<file path="config.mk">
export PLATFORM = sky130hd
export DESIGN_NAME = spell_mem_ctrl
export DESIGN_NICKNAME = d
export VERILOG_FILES = /design/src/rtl/spell_mem_pkg.sv /design/src/rtl/spell_mem_rr_arb.sv /design/src/rtl/spell_mem_ctrl.sv
export SDC_FILE = /design/constraint.sdc
export NUM_CORES = 1
export LEC_CHECK = 0
export ABC_AREA = 1
export BUFFER_PORTS_ARGS = -buffer_cell sky130_fd_sc_hd__clkbuf_2
export CAP_MARGIN = 10
export CORE_MARGIN = 1.5
export CORE_UTILIZATION = 28
export DETAILED_ROUTE_END_ITERATION = 12
export GPL_ROUTABILITY_DRIVEN = 0
export PLACE_DENSITY = 0.59
export SLEW_MARGIN = 5
export SYNTH_ARGS = -nofsm -noshare
export SYNTH_HDL_FRONTEND = slang
export SYNTH_SLANG_ARGS = --single-unit
</file>
<file path="constraint.sdc">
create_clock -name clock -period 1.1 [get_ports clock]
set_input_delay 0.11 -clock clock [delete_from_list [all_inputs] [get_ports clock]]
set_output_delay 0.11 -clock clock [all_outputs]
set_load 0.005 [all_outputs]
</file>
<file path="src/rtl/spell_mem_pkg.sv">
// Shared definitions for the spell memory request sequencer.
// Memory type codes (shared with memory blocks) and FSM state encoding.
package spell_mem_pkg;

    localparam logic [1:0] MemoryTypeData = 2'd0;
    localparam logic [1:0] MemoryTypeCode = 2'd1;
    localparam logic [1:0] MemoryTypeIo   = 2'd2;
    localparam logic [1:0] MemoryTypeRsvd = 2'd3;

    typedef enum logic [1:0] {
        StateIdle   = 2'd0,
        StateAccess = 2'd1,
        StateDone   = 2'd2
    } mem_state_t;

    // Reserved type never reaches the memory port.
    function automatic logic type_has_access(input logic [1:0] mtype);
        case (mtype)
            MemoryTypeData: return 1'b1;
            MemoryTypeCode: return 1'b1;
            MemoryTypeIo:   return 1'b1;
            MemoryTypeRsvd: return 1'b0;
            default:        return 1'b0;
        endcase
    endfunction

endpackage

</file>
<file path="src/rtl/spell_mem_rr_arb.sv">
// 2-way round-robin arbiter: index 0 = fetch, index 1 = load/store.
// Ports: clock, reset, valid[1:0], advance (grant taken), grant[1:0] one-hot.
module spell_mem_rr_arb (
    input  logic       clock,
    input  logic       reset,
    input  logic [1:0] valid,
    input  logic       advance,
    output logic [1:0] grant
);

    logic prefer_ls;

    always_comb begin
        grant = 2'b00;
        unique case (1'b1)
            (valid == 2'b11): grant = prefer_ls ? 2'b10 : 2'b01;
            (valid == 2'b01): grant = 2'b01;
            (valid == 2'b10): grant = 2'b10;
            default:          grant = 2'b00;
        endcase
    end

    // Next contest goes to whichever side was not just served.
    always_ff @(posedge clock) begin
        if (reset) begin
            prefer_ls <= 1'b0;
        end else if (advance) begin
            prefer_ls <= grant[0];
        end
    end

endmodule

</file>
<file path="src/rtl/spell_mem_ctrl.sv">
// Memory request sequencer: arbitrates fetch (if_*) and load/store (ls_*)
// requests, runs one mem_* transaction at a time, returns one-cycle rsp.
// Ports: clock, reset (sync, high); if_req_*/if_rsp_*; ls_req_*/ls_rsp_*;
// mem_select/addr/data_in/memory_type/write out, mem_data_out/ready in; busy.
// Option: define SPELL_MEM_TIMEOUT_EN to abort ACCESS after TIMEOUT_CYCLES.
module spell_mem_ctrl
    import spell_mem_pkg::*;
#(
    parameter int TIMEOUT_CYCLES = 15
) (
    input  logic       clock,
    input  logic       reset,
    input  logic       if_req_valid,
    output logic       if_req_ready,
    input  logic [7:0] if_req_addr,
    output logic       if_rsp_valid,
    output logic [7:0] if_rsp_data,
    output logic       if_rsp_err,
    input  logic       ls_req_valid,
    output logic       ls_req_ready,
    input  logic [7:0] ls_req_addr,
    input  logic [7:0] ls_req_wdata,
    input  logic [1:0] ls_req_type,
    input  logic       ls_req_write,
    output logic       ls_rsp_valid,
    output logic [7:0] ls_rsp_data,
    output logic       ls_rsp_err,
    output logic       mem_select,
    output logic [7:0] mem_addr,
    output logic [7:0] mem_data_in,
    output logic [1:0] mem_memory_type,
    output logic       mem_write,
    input  logic [7:0] mem_data_out,
    input  logic       mem_data_ready,
    output logic       busy
);

    mem_state_t state;
    logic       owner_ls;
    logic [7:0] rdata;
    logic       err;
    logic [1:0] grant;
    logic       idle;
    logic       handshake;
    logic       tmo_hit;
    logic [7:0] req_addr;
    logic [7:0] req_wdata;
    logic [1:0] req_type;
    logic       req_write;

    assign idle = (state == StateIdle);
    assign busy = !idle;

    spell_mem_rr_arb u_arb (
        .clock   (clock),
        .reset   (reset),
        .valid   ({ls_req_valid, if_req_valid}),
        .advance (handshake),
        .grant   (grant)
    );

    assign if_req_ready = idle & grant[0];
    assign ls_req_ready = idle & grant[1];
    assign handshake = (if_req_valid & if_req_ready)
                     | (ls_req_valid & ls_req_ready);

    always_comb begin
        req_addr  = if_req_addr;
        req_wdata = 8'h00;
        req_type  = MemoryTypeCode;
        req_write = 1'b0;
        if (grant[1]) begin
            req_addr  = ls_req_addr;
            req_type  = ls_req_type;
            req_write = ls_req_write;
            req_wdata = ls_req_write ? ls_req_wdata : 8'h00;
        end
    end

`ifdef SPELL_MEM_TIMEOUT_EN
    localparam int CW = ($clog2(TIMEOUT_CYCLES + 1) > 4)
                      ? $clog2(TIMEOUT_CYCLES + 1) : 4;
    logic [CW-1:0] tmo_cnt;

    // Counts completed ACCESS cycles; zeroed as ACCESS is entered.
    always_ff @(posedge clock) begin
        if (reset || handshake) begin
            tmo_cnt <= '0;
        end else if (state == StateAccess) begin
            tmo_cnt <= tmo_cnt + CW'(1);
        end
    end

    assign tmo_hit = (tmo_cnt == CW'(TIMEOUT_CYCLES - 1));
`else
    logic unused_tmo;
    assign unused_tmo = ^TIMEOUT_CYCLES;
    assign tmo_hit = 1'b0;
`endif

    always_ff @(posedge clock) begin
        if (reset) begin
            state           <= StateIdle;
            owner_ls        <= 1'b0;
            rdata           <= 8'h00;
            err             <= 1'b0;
            mem_select      <= 1'b0;
            mem_addr        <= 8'h00;
            mem_data_in     <= 8'h00;
            mem_memory_type <= 2'd0;
            mem_write       <= 1'b0;
            if_rsp_valid    <= 1'b0;
            if_rsp_data     <= 8'h00;
            if_rsp_err      <= 1'b0;
            ls_rsp_valid    <= 1'b0;
            ls_rsp_data     <= 8'h00;
            ls_rsp_err      <= 1'b0;
        end else begin
            if_rsp_valid <= 1'b0;
            ls_rsp_valid <= 1'b0;
            unique case (state)
                StateIdle: begin
                    if (handshake) begin
                        owner_ls        <= grant[1];
                        mem_addr        <= req_addr;
                        mem_data_in     <= req_wdata;
                        mem_memory_type <= req_type;
                        mem_write       <= req_write;
                        if (type_has_access(req_type)) begin
                            state      <= StateAccess;
                            mem_select <= 1'b1;
                        end else begin
                            state <= StateDone;
                            rdata <= 8'h00;
                            err   <= 1'b1;
                        end
                    end
                end
                StateAccess: begin
                    if (mem_data_ready) begin
                        state      <= StateDone;
                        mem_select <= 1'b0;
                        rdata      <= mem_write ? 8'h00 : mem_data_out;
                        err        <= 1'b0;
                    end else if (tmo_hit) begin
                        state      <= StateDone;
                        mem_select <= 1'b0;
                        rdata      <= 8'h00;
                        err        <= 1'b1;
                    end
                end
                StateDone: begin
                    state <= StateIdle;
                    if (owner_ls) begin
                        ls_rsp_valid <= 1'b1;
                        ls_rsp_data  <= rdata;
                        ls_rsp_err   <= err;
                    end else begin
                        if_rsp_valid <= 1'b1;
                        if_rsp_data  <= rdata;
                        if_rsp_err   <= err;
                    end
                end
                default: state <= StateIdle;
            endcase
        end
    end

endmodule

</file>
==> flow_metrics.env, run 1 <==
export IMPL_outcome="finished, violations left"
export IMPL_violations="negative setup slack"
export IMPL_crit_fanout=4
export IMPL_power_leakage_nw=1.57
export IMPL_yosysMostFrequentCell="nand2_1"
export IMPL_crit_path_cell_trace="nor2_8 > o21ai_4 > nor2_4 > clkbuf_2"
export IMPL_coreArea_um2=7330
export IMPL_place_area_um2=2820
export IMPL_critPathLaunchType="flip-flop"
export IMPL_cts_tree="done"
export IMPL_fill_cells=731
export IMPL_areaGrowthSynthToFinish_pct=60.2
export IMPL_async_reset_ff_frac=0
export IMPL_fin_ws_ns=-0.160
export IMPL_post_route_util=0.467
export IMPL_antenna_cells=0
export IMPL_synthCells=280
export IMPL_die_y_um=90.4
export IMPL_ys_ff_latch=53
export IMPL_fin_crit_sh=1.15
export IMPL_gr_total_overflow=0
export IMPL_cts_inserted_buffers=5
export IMPL_fin_setup_tns_ns=-3.18
export IMPL_max_vdd_ir_drop_mv=0.722
export IMPL_synth_flop_cell="dfxtp_1"
export IMPL_avgSynthCellArea_um2=7.64
export IMPL_skew_ns=0.00435
export IMPL_hold_path_class="primary input to flip-flop"
export IMPL_hold_violations=0
export IMPL_final_min_clock_period_ns=1.26
export IMPL_crit_type="flip-flop to output port"
export IMPL_netlist_area_um2=2140
export IMPL_viasPerCell=4.43
export IMPL_antenna_found_initial=0
export IMPL_initial_core_util=0.292
export IMPL_r2r_start="state[0]$_SDFFE_PP0P_"
export IMPL_io_buffers=82
export IMPL_grt_start_max_net_pins=28
export IMPL_rsz0062_at_grt="true"
export IMPL_clock_sinks=53
export IMPL_preCtsSetupSlack_ns=-0.177
export IMPL_first_iter_violations=32
export IMPL_fmax_ghz=0.794
export IMPL_cts_root_buf="clkbuf_8"
export IMPL_holdPathStages=3
export IMPL_r2r_slack_ns=-0.16
export IMPL_synth_common_cells="64 x nand2_1, 53 x dfxtp_1, 42 x a21oi_1"
export IMPL_dpl_hpwl_mm=3.99
export IMPL_slowest_delay_ns=0.38
export IMPL_clkLatencyLatePin_ns=0.30
export IMPL_clk_path_buf_depth=2
export IMPL_postRouteAntennaNets=0
export IMPL_relSlewSlack=0.745
export IMPL_dr_pass1_iters=4
export IMPL_cp_slowest_cell="dfxtp_4"
export IMPL_drive_gt1_frac=0.488
export IMPL_drc=0
export IMPL_cts_max_level=2
export IMPL_grt_first_pass_wirelength_mm=9.21
export IMPL_syn_nets=320
export IMPL_final_net_count=439
export IMPL_maxSlewViolCount=0
export IMPL_pwr_density_cell_nw_per_um2=1810
export IMPL_end_kind="output port"
export IMPL_grt_usage=0.139
export IMPL_dieArea_um2=8170
export IMPL_post_route_cell_area_um2=3430
export IMPL_synth_top_area_share=0.496
export IMPL_fp_dieW_um=90.4
export IMPL_tightest_slew_ns=0.382
export IMPL_yosysTopAreaCell="dfxtp_1"
export IMPL_routed_wl_mm=5.93
export IMPL_cp_arrival_ns=1.15
export IMPL_io_pins=83
export IMPL_ys_types=22
export IMPL_path_clk_slew_ns=0.09
export IMPL_ys_seq_area_frac=0.496
export IMPL_wl_per_cell_um=11.9
export IMPL_via_count=2211
export IMPL_synth_edf_count=0
export IMPL_r2r_end="rdata[0]$_SDFFE_PP0P_"
export IMPL_cp_required_ns=0.99
export IMPL_hold_path_end="mem_data_in[6]$_SDFFE_PP0P_"
export IMPL_synth_warnings=0
export IMPL_grt_pass1_vias=2066
export IMPL_rows=31
export IMPL_hold_path_startpoint="ls_req_wdata[6]"
export IMPL_finalSetupViolations=35
export IMPL_cts_hold_buf=0
export IMPL_cap_violations=0
export IMPL_worstRegToRegCells=7
export IMPL_synthTopCellsByArea="dfxtp_1 50%, nand2_1 11%, a21oi_1 9.8%"
## layout by cell type (no fill, tap or decap)
cell	n
buf_8	2
buf_16	1
a21boi_4	1
a21oi_4	1
inv_1	38
buf_6	14
nand3b_4	1
clkinv_2	1
o21ai_1	9
dfxtp_2	1
inv_4	1
nand2_4	1
clkbuf_2	82
nand2_8	3
buf_4	19
nor2_2	3
nand2_1	52
nand3b_2	1
clkbuf_8	5
nor2_4	4
o21ai_0	8
buf_12	2
nand4_1	1
nand3_2	8
o21ai_2	4
a21oi_1	27
dfxtp_4	2
nand3_1	8
a211oi_2	1
a21oi_2	15
bufinv_16	2
inv_2	3
nand3_4	3
nand2_2	12
o21ai_4	1
nor2_1	12
dfxtp_1	50
nor2_8	1
## cell type report
type                            count  area [um2]  area share
Multi-Input combinational cell    177        1130       0.330
Clock inverter                      3        65.1      0.0190
Timing Repair Buffer              120         808       0.236
Sequential cell                    53        1070       0.312
Clock buffer                        5        68.8      0.0201
Inverter                           42         160      0.0467
Tap cell                           99         124      0.0361
## sequential cells by signal (all words and copies together) (netlist names)
register / count
if_rsp_err: 1
mem_data_in: 8
owner_ls: 1
u_arb.prefer_ls: 1
ls_rsp_data: 8
state: 2
rdata: 8
if_rsp_data: 8
if_rsp_valid: 1
mem_write: 1
mem_addr: 8
ls_rsp_err: 1
err: 1
mem_memory_type: 2
mem_select: 1
ls_rsp_valid: 1
## logic make-up after synthesis
| group | after synthesis | synth area share |
|---|---|---|
| buffers and inverters | 52 | 0.0977 |
| AO/OA/AOI/OAI | 67 | 0.171 |
| AND/OR/NAND/NOR | 108 | 0.235 |
| flip-flops | 53 | 0.496 |
## power breakdown
group	internal, mW	switching [mW]
Sequential	2.15	0.159
Combinational	1.17	1.20
Clock	0.904	0.620
Total	4.23	1.98
## per-stage QoR
step                hold slack [ns]  instances  power [mW]
global route                 0.0100        499        6.58
CTS                          0.0160        492        5.80
global placement              0.342        475        3.84
detailed placement            0.349        475        3.87
finish                       0.0267        499        6.21
floorplan                     0.253        280        3.18
## how the worst max path moves through the flow
stage / slack, ns / startpoint / cells past startpoint / to
final: -0.16 / state[0]$_SDFFE_PP0P_ / 4 / if_req_ready
after global routing: -0.22 / state[0]$_SDFFE_PP0P_ / 4 / if_req_ready
after CTS: -0.19 / state[1]$_SDFFE_PP0P_ / 4 / if_req_ready
after detailed placement: -0.18 / state[1]$_SDFFE_PP0P_ / 5 / mem_data_in[1]$_SDFFE_PP0P_
after global placement: -0.13 / state[1]$_SDFFE_PP0P_ / 7 / mem_addr[6]$_SDFFE_PP0P_
after floorplan: 0.006 / state[1]$_SDFFE_PP0P_ / 8 / mem_addr[0]$_SDFFE_PP0P_
## worst max-delay path: cells and delay by family, from the launching register on
kind / cells / cell delay [ns]
flops: 1 / 0.38
simple gates: 2 / 0.25
buf+inv: 1 / 0.12
compound gates: 1 / 0.10
## routing by layer
metal | GRT usage | part of all wire | up-vias
met4 | 0.0304 | 0.0071 | 0
met1 | 0.169 | 0.45 | 1005
met2 | 0.239 | 0.49 | 71
met5 | 0 | 0 | -
met3 | 0.0438 | 0.052 | 5
li1 | - | - | 1130
## what timing repair did
| action | in CTS | in global routing |
|---|---|---|
| resized for setup | 32 | 65 |
| buffers inserted | 7 | 7 |
| cloned | 2 | 1 |
| pin swaps | 16 | 18 |
| setup endpoints to repair | 56 | 51 |
Power figures use the tool's default switching activity.
==> inputs of run 2 (changes only) <==
--- a/config.mk
+++ b/config.mk
@@ -13,6 +13,7 @@
 export DETAILED_ROUTE_END_ITERATION = 12
 export GPL_ROUTABILITY_DRIVEN = 0
 export PLACE_DENSITY = 0.59
+export SETUP_SLACK_MARGIN = 0.3
 export SLEW_MARGIN = 5
 export SYNTH_ARGS = -nofsm -noshare
 export SYNTH_HDL_FRONTEND = slang
==> run 2 against run 1 <==
The flow still finishes with violations (negative setup slack); sequential power up 3%; fmax down 5.1%; worst setup slack worse by 0.067 ns; hold slack worse by 0.011 ns; clock skew up 0.012 ns.
==> flow_metrics.env, run 2 (synthesized netlist as in run 1, its figures left out) <==
export IMPL_layout_commonest_cell="clkbuf_2"
export IMPL_worstRegToRegCells=10
export IMPL_final_cell_mix="76 x clkbuf_2, 48 x nand2_1, 42 x dfxtp_2"
export IMPL_holdPathStages=3
export IMPL_skew_ns=0.0167
export IMPL_relSlewSlack=0.735
export IMPL_outcome="finished, violations left"
export IMPL_p_sw_frac=0.349
export IMPL_power_total_mw=5.85
export IMPL_seq_power_share=0.405
export IMPL_drc=0
export IMPL_antenna_found_initial=0
export IMPL_grt_pass1_vias=2042
export IMPL_via_count=2244
export IMPL_crit_fanout=4
export IMPL_clock_sinks=53
export IMPL_cp_slowest_cell="dfxtp_4"
export IMPL_fmax_ghz=0.754
export IMPL_r2r_slack_ns=-0.21
export IMPL_hold_path_class="primary input to flip-flop"
export IMPL_grt_first_pass_wirelength_mm=9.63
export IMPL_r2r_start="state[0]$_SDFFE_PP0P_"
export IMPL_p_clk_frac=0.197
export IMPL_cp_required_ns=0.99
export IMPL_crit_type="flip-flop to output port"
export IMPL_combPwrFrac=0.398
export IMPL_power_leakage_nw=1.64
export IMPL_final_min_clock_period_ns=1.33
export IMPL_post_route_cell_area_um2=3580
export IMPL_dpl_hpwl_mm=3.98
export IMPL_clkLatencyLatePin_ns=0.32
export IMPL_viasPerCell=4.37
export IMPL_rows=31
export IMPL_fin_ws_ns=-0.227
export IMPL_end_kind="output port"
export IMPL_cap_violations=0
export IMPL_maxSlewViolCount=0
export IMPL_drive_gt1_frac=0.612
export IMPL_instances_no_fill=514
export IMPL_hold_path_end="mem_data_in[1]$_SDFFE_PP0P_"
export IMPL_io_buffers=82
export IMPL_finalSetupViolations=45
export IMPL_placed_cells=477
export IMPL_areaGrowthSynthToFinish_pct=67.3
export IMPL_first_iter_violations=56
export IMPL_r2r_end="mem_addr[5]$_SDFFE_PP0P_"
export IMPL_path_clk_slew_ns=0.10
export IMPL_initial_core_util=0.292
export IMPL_fp_dieW_um=90.4
export IMPL_routed_wl_mm=6.34
export IMPL_grt_usage=0.147
export IMPL_final_net_count=454
export IMPL_cts_tree="done"
export IMPL_crit_path_cell_trace="nor2_8 > buf_6 > inv_4 > nor2_4 > clkbuf_2"
export IMPL_antenna_cells=0
export IMPL_hold_violations=0
export IMPL_gr_total_overflow=0
export IMPL_violations="negative setup slack"
export IMPL_tightest_slew_ns=0.398
export IMPL_p_int_mw=3.81
export IMPL_wl_per_cell_um=12.3
export IMPL_power_switching_mw=2.04
export IMPL_rsz0062_at_grt="true"
export IMPL_cp_arrival_ns=1.22
export IMPL_dr_pass1_iters=4
export IMPL_cts_max_level=2
export IMPL_dieArea_um2=8170
export IMPL_fin_crit_sh=1.21
export IMPL_cts_inserted_buffers=5
export IMPL_io_pins=83
export IMPL_post_route_util=0.488
export IMPL_clk_path_buf_depth=2
export IMPL_postRouteAntennaNets=0
export IMPL_hold_path_startpoint="ls_req_wdata[1]"
export IMPL_critPathLaunchType="flip-flop"
export IMPL_cts_root_buf="clkbuf_8"
export IMPL_coreArea_um2=7330
export IMPL_place_area_um2=2820
export IMPL_max_vdd_ir_drop_mv=0.722
export IMPL_grt_start_max_net_pins=28
export IMPL_die_y_um=90.4
export IMPL_pwr_density_cell_nw_per_um2=1640
export IMPL_slowest_delay_ns=0.38
==> run 2: cell count changes in the layout (fill, tap and decap cells not counted), sizes merged <==
cell	previous run	this run
nand3	19	20
clkinv	1	2
dlygate4sd3	0	2
inv	42	43
clkbuf	87	81
buf	38	56
bufinv	2	0
==> run 2: cell type report <==
cell class                 count  area, um2
clock buffer                   5       68.8
clock inverter                 3       26.3
fill                         719       3750
inverter                      42        163
multi-input combinational    178       1140
sequential                    53       1120
tap                           99        124
timing repair buffer         134        933
==> run 2: per-stage QoR <==
step	setup WS (ns)	setup TNS (ns)	hold slack (ns)
3_5_place_dp	-0.218	-7.43	0.345
6_report	-0.227	-4.97	0.0158
5_1_grt	-0.267	-7.88	0.00393
4_1_cts	-0.256	-6.01	0.00172
2_1_floorplan	0.00646	0	0.253
3_3_place_gp	-0.169	-4.91	0.342
==> run 2: worst max-delay path, delay by kind of cell (launching register included) <==
family / cells / cell delay [ns]
flops: 1 / 0.38
simple gates: 2 / 0.25
buf+inv: 3 / 0.28
==> run 2: what timing repair did <==
action	4_1_cts	5_1_grt
hold buffers	0	2
cloned	5	0
endpoints found under the setup margin	96	96
buffers inserted	11	11
pin swaps	11	18
endpoints found under the hold margin	0	2
gates resized for setup	81	78
==> run 2: power groups by stage <==
stage,logic (mW),clock network (mW),registers [mW]
2_1_floorplan,0.862,0,2.33
3_3_place_gp,1.48,0,2.34
3_5_place_dp,1.50,0,2.35
4_1_cts,1.93,1.21,2.35
5_1_grt,2.53,1.29,2.40
6_report,2.33,1.16,2.37
==> run 2: worst max path at each step <==
stage | start | endpoint | slack, ns
3_3_place_gp | state[1]$_SDFFE_PP0P_ | rdata[6]$_SDFFE_PP0P_ | -0.17
3_5_place_dp | state[1]$_SDFFE_PP0P_ | rdata[5]$_SDFFE_PP0P_ | -0.22
5_1_grt | state[0]$_SDFFE_PP0P_ | mem_addr[2]$_SDFFE_PP0P_ | -0.27
6_report | state[0]$_SDFFE_PP0P_ | ls_req_ready | -0.23
2_1_floorplan | state[1]$_SDFFE_PP0P_ | mem_addr[0]$_SDFFE_PP0P_ | 0.006
4_1_cts | state[1]$_SDFFE_PP0P_ | ls_req_ready | -0.26
==> run 2: routing by layer <==
metal / up-vias / part of all wire / global-route usage
met2: 69 / 0.48 / 0.246
met5: - / 0 / 0
met4: 0 / 0.0090 / 0.0397
met1: 1004 / 0.45 / 0.184
met3: 4 / 0.059 / 0.0412
li1: 1167 / - / -
